==> src/rtl/mem_stage_pkg.sv <==
// Shared widths and access-width encoding for the MEM pipeline stage.
// Imported by data_memory and mem_stage.
package mem_stage_pkg;

    localparam int NB_DATA  = 32;
    localparam int NB_REG   = 5;
    localparam int NB_PC    = 32;
    localparam int NB_DEPTH = 6;

    localparam logic [1:0] ACC_NONE = 2'd0;
    localparam logic [1:0] ACC_BYTE = 2'd1;
    localparam logic [1:0] ACC_HALF = 2'd2;
    localparam logic [1:0] ACC_WORD = 2'd3;

    // Resolves overlapping width enables: word beats halfword beats byte.
    function automatic logic [1:0] sel_width(input logic word_en, input logic half_en,
                                             input logic byte_en);
        if (word_en)      return ACC_WORD;
        else if (half_en) return ACC_HALF;
        else if (byte_en) return ACC_BYTE;
        else              return ACC_NONE;
    endfunction

endpackage

==> src/rtl/data_memory.sv <==
// Word-organised data memory with per-byte write enables, one asynchronous
// read port for the pipeline and a second asynchronous read port for debug.
module data_memory
    import mem_stage_pkg::*;
#(
    parameter int NB_DATA  = mem_stage_pkg::NB_DATA,
    parameter int NB_DEPTH = mem_stage_pkg::NB_DEPTH
) (
    input  logic                  clock,
    input  logic [3:0]            byte_we,
    input  logic [NB_DEPTH-1:0]   addr,
    input  logic [NB_DATA-1:0]    wdata,
    output logic [NB_DATA-1:0]    rdata,
    input  logic [NB_DEPTH-1:0]   du_addr,
    output logic [NB_DATA-1:0]    du_rdata
);

    // Contents are deliberately never reset so a reset keeps program data.
    logic [NB_DATA-1:0] mem [0:(1<<NB_DEPTH)-1];

    always_ff @(posedge clock) begin
        for (int i = 0; i < 4; i++) begin
            if (byte_we[i]) mem[addr][i*8 +: 8] <= wdata[i*8 +: 8];
        end
    end

    assign rdata    = mem[addr];
    assign du_rdata = mem[du_addr];

endmodule

==> src/rtl/mem_stage.sv <==
// MEM pipeline stage: branch resolve, load/store alignment and extension,
// MEM/WB register, sticky halt and a stall-time debug read port.
module mem_stage
    import mem_stage_pkg::*;
#(
    parameter int NB_DATA  = mem_stage_pkg::NB_DATA,
    parameter int NB_REG   = mem_stage_pkg::NB_REG,
    parameter int NB_PC    = mem_stage_pkg::NB_PC,
    parameter int NB_DEPTH = mem_stage_pkg::NB_DEPTH
) (
    input  logic                i_clock,
    input  logic                i_reset,
    input  logic                i_MEM_enable,
    input  logic [NB_DATA-1:0]  i_MEM_alu_result,
    input  logic [NB_DATA-1:0]  i_MEM_data_b,
    input  logic                i_MEM_mem_read,
    input  logic                i_MEM_mem_write,
    input  logic                i_MEM_byte_en,
    input  logic                i_MEM_halfword_en,
    input  logic                i_MEM_word_en,
    input  logic                i_MEM_signed,
    input  logic                i_MEM_branch,
    input  logic                i_MEM_zero,
    input  logic                i_MEM_reg_write,
    input  logic                i_MEM_mem_to_reg,
    input  logic                i_MEM_r31_ctrl,
    input  logic                i_MEM_hlt,
    input  logic                i_MEM_jump,
    input  logic [NB_PC-1:0]    i_MEM_branch_addr,
    input  logic [NB_PC-1:0]    i_MEM_pc,
    input  logic [NB_REG-1:0]   i_MEM_selected_reg,
    input  logic                i_MEM_du_rd_en,
    input  logic [NB_DEPTH-1:0] i_MEM_du_addr,
    output logic                o_MEM_pc_src,
    output logic [NB_PC-1:0]    o_MEM_branch_addr,
    output logic [NB_DATA-1:0]  o_MEM_read_data,
    output logic [NB_DATA-1:0]  o_MEM_alu_result,
    output logic [NB_REG-1:0]   o_MEM_selected_reg,
    output logic                o_MEM_reg_write,
    output logic                o_MEM_mem_to_reg,
    output logic                o_MEM_r31_ctrl,
    output logic                o_MEM_hlt,
    output logic [NB_PC-1:0]    o_MEM_pc,
    output logic                o_MEM_misaligned,
    output logic [NB_DATA-1:0]  o_MEM_du_data,
    output logic                o_MEM_du_valid
);

    logic [1:0]          width;
    logic [1:0]          lane;
    logic [NB_DEPTH-1:0] word_idx;
    logic                misaligned;
    logic                store_ok;
    logic                du_req;
    logic [3:0]          byte_we;
    logic [NB_DATA-1:0]  wdata;
    logic [NB_DATA-1:0]  rd_word;
    logic [NB_DATA-1:0]  du_word;
    logic [7:0]          rd_byte;
    logic [15:0]         rd_half;
    logic [NB_DATA-1:0]  load_data;
    logic                unused_jump;

    // Jump is resolved upstream; it only passes through this stage's interface.
    assign unused_jump = i_MEM_jump;

    assign o_MEM_pc_src      = i_MEM_branch & i_MEM_zero;
    assign o_MEM_branch_addr = i_MEM_branch_addr;

    assign width    = sel_width(i_MEM_word_en, i_MEM_halfword_en, i_MEM_byte_en);
    assign lane     = i_MEM_alu_result[1:0];
    assign word_idx = i_MEM_alu_result[NB_DEPTH+1:2];

    assign misaligned = (i_MEM_mem_read | i_MEM_mem_write) &
                        (((width == ACC_HALF) & lane[0]) |
                         ((width == ACC_WORD) & (lane != 2'b00)));

    // Writes need reset released, an advancing pipe, no halt and an aligned access.
    assign store_ok = i_reset & i_MEM_enable & i_MEM_mem_write & ~misaligned & ~o_MEM_hlt;
    assign du_req   = ~i_MEM_enable & i_MEM_du_rd_en;

    always_comb begin
        byte_we = 4'b0000;
        wdata   = i_MEM_data_b;
        if (store_ok) begin
            case (width)
                ACC_BYTE: begin
                    byte_we = 4'b0001 << lane;
                    wdata   = {4{i_MEM_data_b[7:0]}};
                end
                ACC_HALF: begin
                    byte_we = lane[1] ? 4'b1100 : 4'b0011;
                    wdata   = {2{i_MEM_data_b[15:0]}};
                end
                ACC_WORD: byte_we = 4'b1111;
                default:  byte_we = 4'b0000;
            endcase
        end
    end

    data_memory #(
        .NB_DATA  (NB_DATA),
        .NB_DEPTH (NB_DEPTH)
    ) u_data_memory (
        .clock    (i_clock),
        .byte_we  (byte_we),
        .addr     (word_idx),
        .wdata    (wdata),
        .rdata    (rd_word),
        .du_addr  (i_MEM_du_addr),
        .du_rdata (du_word)
    );

    assign rd_byte = rd_word[{lane, 3'b000} +: 8];
    assign rd_half = rd_word[{lane[1], 4'b0000} +: 16];

    always_comb begin
        load_data = '0;
        if (i_MEM_mem_read && !misaligned) begin
            case (width)
                ACC_BYTE: load_data = {{(NB_DATA-8){i_MEM_signed & rd_byte[7]}}, rd_byte};
                ACC_HALF: load_data = {{(NB_DATA-16){i_MEM_signed & rd_half[15]}}, rd_half};
                ACC_WORD: load_data = rd_word;
                default:  load_data = '0;
            endcase
        end
    end

    always_ff @(posedge i_clock) begin
        if (!i_reset) begin
            o_MEM_read_data    <= '0;
            o_MEM_alu_result   <= '0;
            o_MEM_selected_reg <= '0;
            o_MEM_reg_write    <= 1'b0;
            o_MEM_mem_to_reg   <= 1'b0;
            o_MEM_r31_ctrl     <= 1'b0;
            o_MEM_hlt          <= 1'b0;
            o_MEM_pc           <= '0;
            o_MEM_misaligned   <= 1'b0;
            o_MEM_du_data      <= '0;
            o_MEM_du_valid     <= 1'b0;
        end else begin
            if (i_MEM_enable) begin
                o_MEM_read_data    <= load_data;
                o_MEM_alu_result   <= i_MEM_alu_result;
                o_MEM_selected_reg <= i_MEM_selected_reg;
                o_MEM_reg_write    <= i_MEM_reg_write;
                o_MEM_mem_to_reg   <= i_MEM_mem_to_reg;
                o_MEM_r31_ctrl     <= i_MEM_r31_ctrl;
                o_MEM_hlt          <= o_MEM_hlt | i_MEM_hlt;
                o_MEM_pc           <= i_MEM_pc;
                o_MEM_misaligned   <= misaligned;
            end
            // du_valid is a one-cycle qualifier for du_data; no ready, the consumer must sample it.
            o_MEM_du_valid <= du_req;
            if (du_req) o_MEM_du_data <= du_word;
        end
    end

endmodule

==> config.mk <==
export PLATFORM = sky130hd
export DESIGN_NAME = mem_stage
export DESIGN_NICKNAME = d
export VERILOG_FILES = /design/src/rtl/mem_stage_pkg.sv /design/src/rtl/data_memory.sv /design/src/rtl/mem_stage.sv
export SDC_FILE = /design/constraint.sdc
export NUM_CORES = 2
export LEC_CHECK = 0
export ABC_AREA = 1
export CAP_MARGIN = 20
export CELL_PAD_IN_SITES_DETAIL_PLACEMENT = 1
export CELL_PAD_IN_SITES_GLOBAL_PLACEMENT = 1
export CORE_MARGIN = 2
export CORE_UTILIZATION = 30
export CTS_CLUSTER_DIAMETER = 60
export DETAILED_ROUTE_END_ITERATION = 7
export HOLD_SLACK_MARGIN = 0.1
export PLACE_DENSITY_LB_ADDON = 0.2
export SYNTH_ARGS = -nofsm -noshare
export SYNTH_HDL_FRONTEND = slang
export SYNTH_SLANG_ARGS = --single-unit
==> constraint.sdc <==
create_clock -name i_clock -period 11.8 [get_ports i_clock]
set_input_delay 1.77 -clock i_clock [delete_from_list [all_inputs] [get_ports i_clock]]
set_output_delay 1.77 -clock i_clock [all_outputs]
set_load 0.02 [all_outputs]
After elaboration in Yosys (flattened, before gate mapping)

Memories as Yosys holds them, arrays and structs flattened. A register that Yosys moved wholly into a read port is not among the register bits.
Cells that the tools add are included.

Memories kept: 1
Bits in latches: 0
Word-level logic and storage cells: 56
Flip-flop bits (word level): 107
RAM bits: 2,048
Input port bits: 156
Memory bits (read-only): 0
Output and inout port bits: 172

Memories:

| name              | depth | bits a word | read ports | clocked after Yosys merged registers in | write ports | line              | text |
|---|---|---|---|---|---|---|---|
| u_data_memory.mem | 64    | 32          | 2          | 1                                       | 1           | data_memory.sv:19 | `logic [NB_DATA-1:0] mem [0:(1<<NB_DEPTH)-1];` |

$lt $le $gt $ge: 0
Bitwise gates (word level): 17
Muxes and demuxes: 18
Shift-type cells: 3
Eq/ne operators: 3
Reduce and logical (&&, ||, !) cells: 4
Divide/modulo/power cells: 0
Add/subtract/negate cells: 0
Multipliers: 0

Operator list:

| operator              | number |
|---|---|
| $pmux W32 S3          | 1 |
| $mux W32              | 2 |
| $pmux W32 S2          | 1 |
| $shiftx A32 B6 Y16    | 1 |
| $shiftx A32 B6 Y8     | 1 |
| $pmux W4 S3           | 1 |
| $and A1 B1 Y1         | 11 |
| $mux W1               | 9 |
| $mux W4               | 2 |
| $eq A2 B2 Y1 const B  | 2 |
| $mux W2               | 2 |
| $shl A1 B2 Y4 const A | 1 |
| $not A1 Y1            | 3 |
| $or A1 B1 Y1          | 3 |
| $eq A2 B1 Y1 const B  | 1 |
| $logic_not A1 Y1      | 2 |
| $reduce_bool A2 Y1    | 1 |
| $logic_and A1 B1 Y1   | 1 |

Depth between registers and ports, before layout

Depth after elaboration: 13
Depth in mapped cells: 21
Mapped depth without buffers: 17

Modules after synthesis

From an unflattened synthesis, not the netlist that was laid out.

Cell total of the unflattened synthesis: 13,732
Area total of the unflattened synthesis: 111,769.7 µm²

By module, submodules not included:

| module      | instances | cells an instance | area each (µm²) |
|---|---|---|---|
| data_memory | 1         | 12,791            | 105,421.1 |
| mem_stage   | 1         | 941               | 6,348.6 |

Worst setup path before layout

Ideal clock, no wire load.

Path type: input to register
Start point: in i_MEM_halfword_en
End point: mem u_data_memory.mem[0][10] (data pin)
Stages: 13
Data arrival time: 5,826 ps
Path buffers: 2
Slack: 5,272 ps
Required time: 11,098 ps
Cells stage by stage: inv_1 > a21oi_1 > ha_1 > clkbuf_1 > inv_2 > o22ai_1 > o21ai_1 > nand2_1 > inv_2 > nand4_1 > nor2_1 > clkbuf_1 > o21ai_0

Cells in the longest elaborated chain, start to end: 10
Elaborated cells on any way between the ends: 14

Ends and longest elaborated chain:

| item                                    | line                                              | text |
|---|---|---|
| start: declaration                      | mem_stage.sv:19                                   | `input logic i_MEM_halfword_en,` |
| $mux W2 (*)                             | mem_stage_pkg.sv:19                               | `else if (half_en) return ACC_HALF;` |
| $mux W2 (*)                             | mem_stage_pkg.sv:18                               | `if (word_en) return ACC_WORD;` |
| $eq A2 B2 Y1, on equally long branches  | mem_stage.sv:75, mem_stage.sv:86, mem_stage.sv:76 |  |
| $and A1 B1 Y1, on equally long branches | mem_stage.sv:75, mem_stage.sv:76                  |  |
| $or A1 B1 Y1                            | mem_stage.sv:75                                   | `(((width == ACC_HALF) & lane[0]) \|` |
| $and A1 B1 Y1                           | mem_stage.sv:74                                   | `assign misaligned = (i_MEM_mem_read \| i_MEM_mem_write) &` |
| $not A1 Y1                              | mem_stage.sv:79                                   | `assign store_ok = i_reset & i_MEM_enable & i_MEM_mem_write & ~misaligned & ~o_MEM_hlt;` |
| $and A1 B1 Y1 (2 in series)             | mem_stage.sv:79                                   |  |
| $mux W32 (*)                            | mem_stage.sv:85                                   | `if (store_ok) begin` |
| via u_data_memory.wdata[10]             | data_memory.sv:12                                 | `input logic [NB_DATA-1:0] wdata,` |
| end: declaration                        | data_memory.sv:19                                 |  |

The timed path passes the listed nets; every way through them passes the cells marked *.

Final worst setup path

Start point: in i_MEM_alu_result[2]
End point: reg o_MEM_read_data[25]

Cells in the longest elaborated chain, start to end: 5
Elaborated cells on any way between the ends: 7

Ends and longest elaborated chain:

| item                                                    | line                               | text |
|---|---|---|
| start: declaration                                      | mem_stage.sv:14                    | `input logic [NB_DATA-1:0] i_MEM_alu_result,` |
| $mem_v2 Z64 W32 (*)                                     | -                                  |  |
| $shiftx A32 B6 Y16 or $shiftx A32 B6 Y8 (tied branches) | mem_stage.sv:115, mem_stage.sv:114 |  |
| $and A1 B1 Y1, on equally long branches                 | mem_stage.sv:122, mem_stage.sv:121 |  |
| $pmux W32 S3 (*)                                        | mem_stage.sv:120                   | `case (width)` |
| $mux W32 (*)                                            | mem_stage.sv:119                   | `if (i_MEM_mem_read && !misaligned) begin` |
| end signal: assignment                                  | mem_stage.sv:144                   | `o_MEM_read_data <= load_data;` |
| end: declaration                                        | mem_stage.sv:36                    | `output logic [NB_DATA-1:0] o_MEM_read_data,` |

Every way passes the cells marked *; elsewhere a longest branch is shown, timed or not.
A chain may end at the register's enable or synchronous reset.

==> results.cfg <==
[status]
status = completed

[setup_path]
crit_top_cell = nand2_1
crit_path_start_kind = primary input
crit_path_start = i_MEM_alu_result[2]
rr_endpoint = o_MEM_read_data[25]
cp.required_ns = 12.58
reg2reg_from = u_data_memory.mem[16][31]
crit_path_max_incr_delay_ns = 0.80
critical-path-top-delay-family = buffers and inverters
cpMaxStageDelayCell = nor2_1
r2r_slack_ns = 8.29
crit_end = o_MEM_read_data[25]
critical_path_class = in2reg
cp.depth = 19
crit_path_max_fanout = 76
setup.worst_path.end_class = flop
rr_worst_depth = 15
path_buf_inv = 5
path_cells = buf_8, buf_4, buf_4, buf_4, nand2_1, nand3_1, nand2_1, o21ai_1, nand2_1, nor2_1, nand2_1, nand2_1, nand2_1, inv_2, nand2_1, nand2_2, nand2_1, nand2_1, a21oi_1
critical_path_arrival_ns = 7.36

[yosys]
yosysTopAreaCell = edfxtp_1
post_synth.cell_area_avg_sq_um = 8.88
synthTopCellsByCount = 3,010 x nand2_1, 2,064 x o21ai_0, 2,048 x edfxtp_1
synth_edf_count = 2048
async_flop_share = 0
yosys_warnings = 0
ys_ff_latch = 2187
synthesis.nets = 12440
syn_area_sq_um = 109000
synthTopCellsByArea = edfxtp_1 56%, nand2_1 10%, o21ai_0 9.5%, a21oi_1 5.1%, inv_1 3.5%
yosysUniqueCellTypes = 42
synth.most_common_cell = nand2_1
yosysSeqAreaShare = 0.589
syn_inst = 12280
yosysTopAreaCellShare = 0.564
synthFlopType = edfxtp_1

[routing]
routed_wl_um = 515000
routedWlPerCell_um = 29.9
route.met2.wl_um = 234000
drcViolationCount = 0
top_layer = met5
met1_length_um = 211000
viasPerCell = 5.50
vias = 94493
drtAntennaViolNets = 0
dr_wl_met3_um = 36900
first_pass_iters = 6
drt_iter0_markers = 9237

[sta]
hold_violations = 0
tightest_slew_ns = 1.29
rsz0062_at_grt = false
min_period_ns = 6.58
setup_viol = 0
fin_tns_setup_ns = 0
drv_slew = 0
relSlewSlack = 0.137
post-route-period-util = 0.558
fin_ws_ns = 5.22
finClkSkew_ns = 0.0396
fmax_ghz = 0.152

[pwr]
p_sw_w = 0.00501
powerDensity_nw_per_um2 = 151
swShare = 0.267
total_leakage_power_nw = 46.4
seqPwrFrac = 0.456
p_int_w = 0.0138
p_comb_frac = 0.106
peakVddDrop_v = 0.0000879
pwr-share-clk = 0.439

[clocking]
tritoncts = built
clkTransAtPathRegs_ns = 0.06
postCtsResizedCells = 0
cts_buffers = 271
cts_buffer_depth = 4
ctsHoldBuffers = 0
postCtsSetupBuffers = 0
root_buffer = clkbuf_16
cts_max_level = 5
cts_sinks = 2187
clock_latency_ns = 0.92

[min_path]
whs_path_depth = 2
hp-class = reg2reg

[cells_and_area]
layout.area.seq_sq_um = 64300
final_area_sq_um = 125000
largest_register_ffs = 2048
multi_input_area_sq_um = 36900
layout.nets = 12335
num-fill-cells = 41753
stdcell_count = 17194
regMostFlops = u_data_memory.mem
drive_gt1_frac = 0.0619
syn_to_final_growth_pct = 14.2

[die]
rows = 221
die_w_um = 607
core_sq_um = 362000
fp.dieArea_sq_um = 368000
start_util = 0.301
ios = 328
die_h_um = 607

[placement]
io_buffers = 262
dp_slack_ns = 4.50
post_dp_cell_area_sq_um = 116000
dpl.cell_count = 16671
gp_congestion = 0.875
dp_hpwl_um = 321000

[grt]
grt_pass1_wl_um = 714000
antenna_found_initial = 44
first_global_vias = 94759
grt.total_usage = 0.271
grt_overflow = 0
grt_start_max_net_pins = 191

[job]
maxCapViolCount = 0
[cells by family after synthesis]
logic type,synth area share
simple gates,0.170
compound gates,0.166
flops,0.589
buf+inv,0.0745
fa+ha+maj,0.000459
[power by group through the flow]
stage	Sequential (W)	Clock [W]	Combinational, W
after floorplan	0.00875	0	0.000974
after global placement	0.00871	0	0.00191
after detailed placement	0.00872	0	0.00195
after CTS	0.00855	0.00834	0.00195
after global routing	0.00855	0.00862	0.00209
final	0.00855	0.00823	0.00198
[area by class of cell]
type | instances | share of cell area
Sequential cell | 2187 | 0.516
Multi-Input combinational cell | 8152 | 0.296
Clock buffer | 357 | 0.0596
Tap cell | 4794 | 0.0481
Timing Repair Buffer | 536 | 0.0401
Inverter | 1027 | 0.0314
Clock inverter | 110 | 0.00796
Antenna cell | 31 | 0.000623
[layout by cell type, fill, tap and decap left out, drive strengths merged, types with 8 or more instances in the layout]
master	Yosys	final
o21ai	2195	2195
bufinv	0	16
o21a	8	8
nand3b	50	50
a21oi	1115	1115
nand3	479	479
o31ai	14	14
buf	443	291
nor2	939	939
inv	1021	1033
clkbuf	471	359
nand4	32	32
clkdlybuf4s50	0	243
o221ai	17	17
o22ai	51	51
nor3	62	62
dfxtp	139	139
o211ai	23	23
or2	54	54
diode	0	31
a22oi	66	66
clkinv	6	85
nand2	3017	3017
edfxtp	2048	2048
a211oi	22	22
[how the worst min path moves through the flow]
stage / startpoint / endpoint / slack [ns]
floorplan: o_MEM_read_data[0] / o_MEM_read_data[0] / 0.55
CTS: o_MEM_read_data[10] / o_MEM_read_data[10] / 0.47
detailed placement: o_MEM_read_data[6] / o_MEM_read_data[6] / 0.46
global placement: o_MEM_read_data[17] / o_MEM_read_data[17] / 0.46
finish: o_MEM_read_data[26] / o_MEM_read_data[26] / 0.47
global route: o_MEM_read_data[26] / o_MEM_read_data[26] / 0.49
[worst reg2reg max path, cell delays in order (launching register included)]
cell      delay [ns]
edfxtp_1        0.39
or2_0           0.23
nand3_1         0.08
nand2_1         0.06
o21ai_1         0.40
nand2_1         0.10
nor2_1          0.80
nand2_1         0.33
nand2_1         0.15
nand2_1         0.08
inv_2           0.05
nand2_1         0.08
nand2_2         0.36
nand2_1         0.13
nand2_1         0.09
a21oi_1         0.08
[metrics by stage]
step	power [W]	utilization	hold WS, ns
3_5_place_dp	0.0107	0.320	0.460
3_3_place_gp	0.0106	0.319	0.461
6_report	0.0188	0.344	0.468
2_1_floorplan	0.00973	-	0.545
5_1_grt	0.0193	0.344	0.485
4_1_cts	0.0188	0.343	0.470
[layer usage]
layer  vias up  track usage
li1      41582            -
met1     48370        0.347
met2      3503        0.430
met3      1020       0.0479
met4        18        0.157
met5         -            0
Note: power is estimated with default switching activity, not from simulation.
